File: src/rtl/gpu_command_issuer.sv
// gpu_command_issuer
//   CPU-side producer for the GPU 32-bit instruction bus. Draw commands
//   written by the core are queued in a FIFO. They are then presented one at
//   a time on INSTRUCTION. Each command is held for DRAW_CYCLES cycles, and
//   only while REFRESH is low. NOP_WORD is driven whenever no command is
//   being issued.
//
//   Optional feature macro: GPU_CMD_OVERFLOW_EN
//     When defined, a sticky OVERFLOW output is added. It is set by a write
//     while FULL. It is cleared by reset, or by writing the reserved word
//     32'hFFFF_FFFF, which is not queued.
//     When undefined, there is no OVERFLOW port, 32'hFFFF_FFFF is queued like
//     any other word, and writes while FULL are dropped silently.
//
// Ports
//   CLK          system clock
//   RST          asynchronous active-low reset
//   WE           command register store strobe (one cycle per command)
//   WDATA        command word {Y[10],X[10],OP[3],SPRITE_ID[9]}
//   REFRESH      GPU V_SYNC; high = pixel array not writable
//   INSTRUCTION  word presented to the GPU (registered)
//   BUSY         a command is in flight or the FIFO is non-empty
//   FULL         FIFO holds DEPTH entries
//   LEVEL        FIFO occupancy
//   OVERFLOW     sticky dropped-write flag (GPU_CMD_OVERFLOW_EN only)
module gpu_command_issuer #(
    parameter int          DEPTH       = 16,
    parameter int          DRAW_CYCLES = 1024,
    parameter logic [31:0] NOP_WORD    = 32'h0000_0000
) (
    input  logic                     CLK,
    input  logic                     RST,
    input  logic                     WE,
    input  logic [31:0]              WDATA,
    input  logic                     REFRESH,
    output logic [31:0]              INSTRUCTION,
    output logic                     BUSY,
    output logic                     FULL,
`ifdef GPU_CMD_OVERFLOW_EN
    output logic                     OVERFLOW,
`endif
    output logic [$clog2(DEPTH):0]   LEVEL
);

    localparam int PTR_W = $clog2(DEPTH);
    localparam int CNT_W = $clog2(DRAW_CYCLES) + 1;
    localparam logic [CNT_W-1:0] CNT_LAST = CNT_W'(DRAW_CYCLES - 1);
    localparam logic [PTR_W:0]   LEVEL_FULL = (PTR_W + 1)'(DEPTH);

    typedef enum logic [1:0] {
        IDLE  = 2'd0,
        ISSUE = 2'd1,
        HOLD  = 2'd2
    } state_t;

    state_t             state;
    logic [31:0]        mem [DEPTH];
    logic [PTR_W-1:0]   wr_ptr;
    logic [PTR_W-1:0]   rd_ptr;
    logic [CNT_W-1:0]   cnt;
    logic [31:0]        cur_cmd;
    logic               push;
    logic               pop;
    logic               clear_cmd;

`ifdef GPU_CMD_OVERFLOW_EN
    // The reserved all-ones word is a flag-clear request, never a command.
    assign clear_cmd = WE && (WDATA == 32'hFFFF_FFFF);
`else
    assign clear_cmd = 1'b0;
`endif

    assign FULL = (LEVEL == LEVEL_FULL);
    assign BUSY = (state != IDLE) || (LEVEL != '0);
    assign push = WE && !FULL && !clear_cmd;
    // The pop looks only at the registered LEVEL, so a word pushed into an
    // empty FIFO cannot be popped until the following cycle.
    assign pop  = (state == IDLE) && (LEVEL != '0) && !REFRESH;

    // FIFO storage and current-command copy (data only, no reset)
    always_ff @(posedge CLK) begin
        if (push)
            mem[wr_ptr] <= WDATA;
        if (pop)
            cur_cmd <= mem[rd_ptr];
    end

    // FIFO control
    always_ff @(posedge CLK or negedge RST) begin
        if (!RST) begin
            wr_ptr <= '0;
            rd_ptr <= '0;
            LEVEL  <= '0;
        end else begin
            if (push)
                wr_ptr <= wr_ptr + 1'b1;
            if (pop)
                rd_ptr <= rd_ptr + 1'b1;
            case ({push, pop})
                2'b10:   LEVEL <= LEVEL + 1'b1;
                2'b01:   LEVEL <= LEVEL - 1'b1;
                default: LEVEL <= LEVEL;
            endcase
        end
    end

    // Issue FSM with registered INSTRUCTION
    always_ff @(posedge CLK or negedge RST) begin
        if (!RST) begin
            state       <= IDLE;
            cnt         <= '0;
            INSTRUCTION <= NOP_WORD;
        end else begin
            case (state)
                IDLE: begin
                    INSTRUCTION <= NOP_WORD;
                    if (pop) begin
                        state       <= ISSUE;
                        cnt         <= '0;
                        INSTRUCTION <= mem[rd_ptr];
                    end
                end
                ISSUE: begin
                    // Completion wins over a simultaneous REFRESH rise: the
                    // command has already been shown for its full interval.
                    if (cnt == CNT_LAST) begin
                        state       <= IDLE;
                        INSTRUCTION <= NOP_WORD;
                    end else if (REFRESH) begin
                        state       <= HOLD;
                        cnt         <= '0;
                        INSTRUCTION <= NOP_WORD;
                    end else begin
                        cnt <= cnt + 1'b1;
                    end
                end
                HOLD: begin
                    INSTRUCTION <= NOP_WORD;
                    // An interrupted draw restarts from scratch so the
                    // sprite is fully redrawn.
                    if (!REFRESH) begin
                        state       <= ISSUE;
                        cnt         <= '0;
                        INSTRUCTION <= cur_cmd;
                    end
                end
                default: begin
                    state       <= IDLE;
                    INSTRUCTION <= NOP_WORD;
                end
            endcase
        end
    end

`ifdef GPU_CMD_OVERFLOW_EN
    always_ff @(posedge CLK or negedge RST) begin
        if (!RST)
            OVERFLOW <= 1'b0;
        else if (clear_cmd)
            OVERFLOW <= 1'b0;
        else if (WE && FULL)
            OVERFLOW <= 1'b1;
    end
`endif

endmodule

File: config.mk
export PLATFORM = sky130hd
export DESIGN_NAME = gpu_command_issuer
export DESIGN_NICKNAME = d
export VERILOG_FILES = /design/src/rtl/gpu_command_issuer.sv
export SDC_FILE = /design/constraint.sdc
export NUM_CORES = 1
export LEC_CHECK = 0
export CORE_MARGIN = 2
export CORE_UTILIZATION = 50
export DETAILED_ROUTE_END_ITERATION = 8
export GPL_ROUTABILITY_DRIVEN = 1
export PLACE_DENSITY = 0.7
export SLEW_MARGIN = 20
export SYNTH_ARGS = -nofsm -noshare
export SYNTH_HDL_FRONTEND = slang
export SYNTH_SLANG_ARGS = --single-unit
File: constraint.sdc
create_clock -name CLK -period 4 [get_ports CLK]
set_input_delay 0.6 -clock CLK [delete_from_list [all_inputs] [get_ports CLK]]
set_output_delay 0.6 -clock CLK [all_outputs]
set_load 0.01 [all_outputs]
==> reports/metrics.yaml, run 1 <==
yosys_warnings: 0
worstPathRequired_ns: 3.40
cts.sinks: 602
grt_pass1_wl_um: 76000
reg2reg_from: "LEVEL[1]"
cp-start-kind: "register"
htreeDepth: 2
worstSetupPathType: "register to output port"
synth_cells: 1123
status: "completed"
synth-edff-count: 544
arrival_ns: 2.67
cp_num_buf_inv: 1
drcViolationCount: 0
ys_ff_latch: 602
cts_tree: "done"
min_period_ns: 3.27
path_clk_slew_ns: 0.06
port_buffers: 74
gp_congestion: 0.733
yosys_most_used_dff: "edfxtp_1"
ys_seq_area_share_pct: 75.4
finish.instance_area_sq_um: 27300
hold_violations: 0
grt_pass1_vias: 11800
crit_family: "simple AND/OR/NAND/NOR gates"
finClkSkew_ns: 0.0230
gr-total-overflow: 0
synth.top_cell.area_share_pct: 69.2
synth.distinct_cells: 51
io_pins: 75
place_inst: 1781
max_slew.worst_pin.slew_ns: 0.969
synth_area_sq_um: 23600
place_area_sq_um: 25300
clk_latency_ns: 0.64
dr.pass1.iters: 5
wire_per_inst_um: 26.4
ant_nets: 0
synthArstFlopShare_pct: 9.63
drtIter0Drc: 1288
m1WireLength_um: 21700
yosys.cell_count.top_type: "edfxtp_1"
synthTopCellsByArea: "edfxtp_1 69%, mux4_2 12%, dfrtp_1 6.2%, mux2i_1 4.1%, o221ai_1 1.2%"
fp.dieH_um: 221
area_growth_pct: 15.8
crit_start: "LEVEL[1]"
synth_fp_nets: 1169
n_antenna_cell: 0
cpMaxStageDelayCell: "or4_4"
grt_max_degree: 59
finalSetupTns_ns: 0
die_w_um: 221
fin_nets: 1281
top_layer: "met5"
finalSetupViolCount: 0
avgSynthCellArea_sq_um: 21.0
p_leak_nw: 9.36
max_stage_delay_ns: 0.63
cp_cell_sequence: "or4_4 > or4_1 > clkdlybuf4s50_1"
max_cap_viol_count: 0
root_buffer: "clkbuf_16"
grt_setup_unrepaired: "no"
vias: 11400
grt_util_all_layers_pct: 20.9
core-area_sq_um: 46600
slew_headroom_pct: 35.1
fillers: 3318
finalNonFillerCells: 1892
max_freq_ghz: 0.305
wl_um: 49900
dr_wl_met3_um: 2970
crit_path_max_fanout: 10
viasPerCell: 6.01
yosys-top-cells-count: "544 x edfxtp_1, 128 x mux4_2, 96 x mux2i_1, 58 x dfrtp_1, 47 x nand2_1"
route.met2.wl_um: 24000
critPathCaptureType: "output port"
hpwl_um: 25900
post_cts_resized: 0
holdBufCountCts: 0
fin_crit_sh_pct: 81.9
hp-class: "input port to async pin"
cts_buffer_depth: 3
maxSlewViolCount: 0
grt_antenna_before_repair: 1
num_rows: 79
p_per_area_nw_per_um2: 714
cts_buffers: 59
start_util_pct: 50.7
postCtsSetupBuffers: 0
dieArea_sq_um: 49000
ir_drop_v: 0.000453
yosysTopAreaCell: "edfxtp_1"
drive_gt1_share_pct: 22.4
final_core_util_pct: 58.7
[area by class of cell]
cell class	count	area [sq um]	share of cell area, %
sequential	602	17800	65.1
multi-input combinational	456	5570	20.4
clock buffer	77	1590	5.80
timing repair buffer	111	1130	4.13
tap	607	759	2.78
clock inverter	34	460	1.69
inverter	5	18.8	0.0687
[path summary, 6_finish.rpt]
path,slack [ns],depth (start not counted),end
worst min-delay path,0.13,1,state[1]
worst max register to register,1.07,9,LEVEL[4]
min in group CLK,0.48,1,INSTRUCTION[27]
max in group asynchronous,3.16,1,rd_ptr[3]
worst min register to register,0.48,1,INSTRUCTION[27]
worst max-delay path,0.73,3,BUSY
[flip-flops by register name (all words and copies together) (netlist names)]
register and flops:
mem 512, INSTRUCTION 32, cur_cmd 32, cnt 11
LEVEL 5, rd_ptr 4, wr_ptr 4, state 2
[metal layers]
metal,track usage (%),up-vias
li1,-,4881
met1,30.4,6026
met2,33.1,370
met3,2.85,89
met4,6.67,2
met5,0,-
[layout by cell type (no fill, tap or decap), drive strengths merged, types with 2 or more instances in the layout]
| cell | count |
|---|---|
| o31ai | 4 |
| a21o | 33 |
| nand2 | 47 |
| xnor2 | 5 |
| clkdlybuf4s50 | 73 |
| bufinv | 10 |
| nor3b | 2 |
| o21a | 2 |
| mux2 | 2 |
| o21ai | 11 |
| a31oi | 4 |
| nand3 | 4 |
| buf | 38 |
| a21boi | 3 |
| mux4 | 128 |
| mux2i | 96 |
| clkinvlp | 3 |
| inv | 6 |
| clkbuf | 77 |
| xor2 | 6 |
| and2 | 2 |
| a221o | 3 |
| o211a | 2 |
| nor4 | 4 |
| nand4 | 2 |
| edfxtp | 544 |
| clkinv | 20 |
| nor2b | 2 |
| dfrtp | 58 |
| or4 | 2 |
| o211ai | 2 |
| ha | 10 |
| nand2b | 5 |
| nor2 | 22 |
| a21oi | 3 |
| nor3 | 11 |
| o221ai | 32 |
[per-stage QoR]
stage               setup WS (ns)  hold slack (ns)  total power [mW]
floorplan                   0.282            0.304              12.1
global placement            0.736            0.461              13.8
detailed placement          0.718            0.467              13.9
CTS                         0.709            0.134              19.7
global route                0.661            0.205              20.4
finish                      0.725            0.127              19.5
[kinds of logic (layout without fill, tap and decap cells)]
family / after synthesis / after routing / synth area share (%)
simple gates: 106 / 106 / 2.19
buf+inv: 65 / 227 / 1.63
fa+ha+maj: 10 / 10 / 0.530
flops: 602 / 602 / 75.4
compound gates: 103 / 103 / 3.49
mux: 226 / 226 / 16.4
xor+xnor: 11 / 11 / 0.408
[where the power goes]
| group | leakage, nW | switching, mW | internal (mW) |
|---|---|---|---|
| registers | 5.68 | 0.688 | 7.90 |
| clock network | 0.995 | 2.35 | 3.45 |
| logic | 2.68 | 2.60 | 2.53 |
| total | 9.36 | 5.65 | 13.9 |
Power figures use the tool's default switching activity.
==> run 2, diff against run 1 <==
PLACE_DENSITY = 0.67   (was 0.7)
clock period = 3.05 ns   (was 4 ns; I/O delays follow)
==> run 2 against run 1 <==
Compared with the run above:
- utilization barely moved
- sequential share of layout area barely moved
- critical endpoint unchanged
- clock power rose by 19%
- the run now ends with negative hold slack left
- sequential cell count did not move
- sequential power rose by 28%
- total power rose by 28%
- final area barely moved
- non-clock buffer count rose by 23
- critical path depth did not move
==> reports/metrics.yaml, run 2 (same netlist as run 1, synthesis figures left out) <==
p_leak_nw: 9.40  # +0.43%
dieArea_sq_um: 49000  # unchanged
grt_setup_unrepaired: "no"
hold_ws_ns: -0.00918  # -0.136 ns
top_register: "mem"
max_slew.worst_pin.slew_ns: 0.947  # -0.0213 ns
fin_crit_sh_pct: 87.4
finish.instance_area_sq_um: 27300  # about the same
vias: 11500  # +0.89%
max_freq_ghz: 0.375
hp-class: "input port to async pin"
dr.pass1.iters: 5  # unchanged
slew_headroom_pct: 36.8  # +1.7 points
cp_cell_sequence: "or4_4 > or4_1 > dlymetal6s2s_1"
postCtsSetupBuffers: 0  # unchanged
mostFrequentLayoutCell: "edfxtp_1"
cts.sinks: 602  # unchanged
max_cap_viol_count: 0  # unchanged
die_w_um: 221  # unchanged
fillers: 3347  # +0.87%
hpwl_um: 28500  # +10%
cp-start-kind: "register"
drive_gt1_share_pct: 23.8  # +1.3 points
worstPathRequired_ns: 2.59  # -0.81 ns
grt_antenna_before_repair: 1  # unchanged
fp.dieH_um: 221  # unchanged
path_clk_slew_ns: 0.06  # about the same
crit_family: "simple AND/OR/NAND/NOR gates"
ir_drop_v: 0.000974  # +110%
power_mw: 25.0  # +28%
drcViolationCount: 0  # unchanged
grt_pass1_vias: 12000  # +1.6%
gr-total-overflow: 0  # unchanged
n_antenna_cell: 0  # unchanged
status: "finished, violations left"
htreeDepth: 2  # unchanged
place_area_sq_um: 25500  # +0.71%
arrival_ns: 2.21  # -0.46 ns
crit_path_max_fanout: 5  # -5
finalSetupViolCount: 0  # unchanged
reg_top3: "mem: 512 flops, INSTRUCTION: 32 flops, cur_cmd: 32 flops"
root_buffer: "clkbuf_16"
max_stage_delay_ns: 0.55  # -0.08 ns
fin_ws_ns: 0.383  # -0.342 ns
ant_nets: 0  # unchanged
cpMaxStageDelayCell: "or4_4"
drtIter0Drc: 1181  # -8.3%
finClkSkew_ns: 0.0205  # -0.00250 ns
violations: "negative hold slack"
grt_pass1_wl_um: 76000  # about the same
grt_max_degree: 59  # unchanged
cts_buffer_depth: 3  # unchanged
cts_buffers: 59  # unchanged
critPathCaptureType: "output port"
worstSetupPathType: "register to output port"
num_rows: 79  # unchanged
core-area_sq_um: 46600  # unchanged
cts_tree: "done"
maxSlewViolCount: 0  # unchanged
io_pins: 75  # unchanged
viasPerCell: 5.99  # -0.38%
cp_num_buf_inv: 1  # unchanged
area_growth_pct: 15.8  # about the same
most-common-layout-cells: "544 x edfxtp_1, 128 x mux4_2, 96 x mux2i_1"
grt_util_all_layers_pct: 21.0  # +0.13 points
largest_register_ffs: 512  # unchanged
gp_congestion: 0.737  # +0.48%
clk_latency_ns: 0.61  # -0.03 ns
start_util_pct: 50.7  # unchanged
fin_nets: 1304  # +1.8%
post-place-ws_ns: 0.340  # -0.378 ns
hold_violations: 10  # +10
p_per_area_nw_per_um2: 917  # +28%
min_period_ns: 2.67
wl_um: 50600  # +1.4%
port_buffers: 74  # unchanged
wire_per_inst_um: 26.4  # +0.15%
==> run 2: final cells by class <==
| cell class | count | area, sq um | area share, % |
|---|---|---|---|
| clock buffer | 84 | 1670 | 6.12 |
| clock inverter | 28 | 198 | 0.723 |
| inverter | 5 | 18.8 | 0.0687 |
| multi-input combinational | 456 | 5580 | 20.4 |
| sequential | 602 | 17800 | 65.1 |
| tap | 607 | 759 | 2.78 |
| timing repair buffer | 134 | 1300 | 4.77 |
==> run 2: stage by stage <==
stage | std cells | setup TNS (ns) | utilization (%)
final | 1916 | 0 | 58.7
after detailed placement | 1804 | 0 | 54.7
after global routing | 1916 | 0 | 58.7
after floorplan | 1123 | -38.54 | -
after CTS | 1916 | 0 | 58.7
after global placement | 1804 | 0 | 54.7
==> run 2: repair_timing <==
action	4_1_cts	5_1_grt
hold buffers	0	0
gates resized for setup	0	2
setup endpoints to repair	0	1
==> run 2: path summary, 6_finish.rpt <==
| path | startpoint | end | slack, ns | cells after the start |
|---|---|---|---|---|
| worst max register to register | LEVEL[3] | LEVEL[4] | 0.42 | 9 |
| worst max-delay path | LEVEL[3] | BUSY | 0.38 | 3 |
| worst min-delay path | RST | LEVEL[4] | -0.009 | 1 |
| worst min register to register | INSTRUCTION[24] | INSTRUCTION[24] | 0.47 | 1 |
| min in group CLK | INSTRUCTION[24] | INSTRUCTION[24] | 0.47 | 1 |
| max in group asynchronous | RST | rd_ptr[0] | 2.31 | 1 |
==> run 2: routing by layer <==
metal / part of all wire [%] / vias to the layer above / track usage [%]
met5: 0.032 / - / 0
met4: 1.8 / 2 / 5.65
met3: 6.4 / 69 / 3.35
met2: 49 / 396 / 33.7
met1: 43 / 6061 / 30.3
li1: - / 4941 / -
==> run 2: where the power goes <==
group | switching [mW] | internal, mW | total, mW
logic | 3.69 | 3.43 | 7.12
registers | 0.663 | 10.4 | 11.0
clock network | 3.00 | 3.91 | 6.91
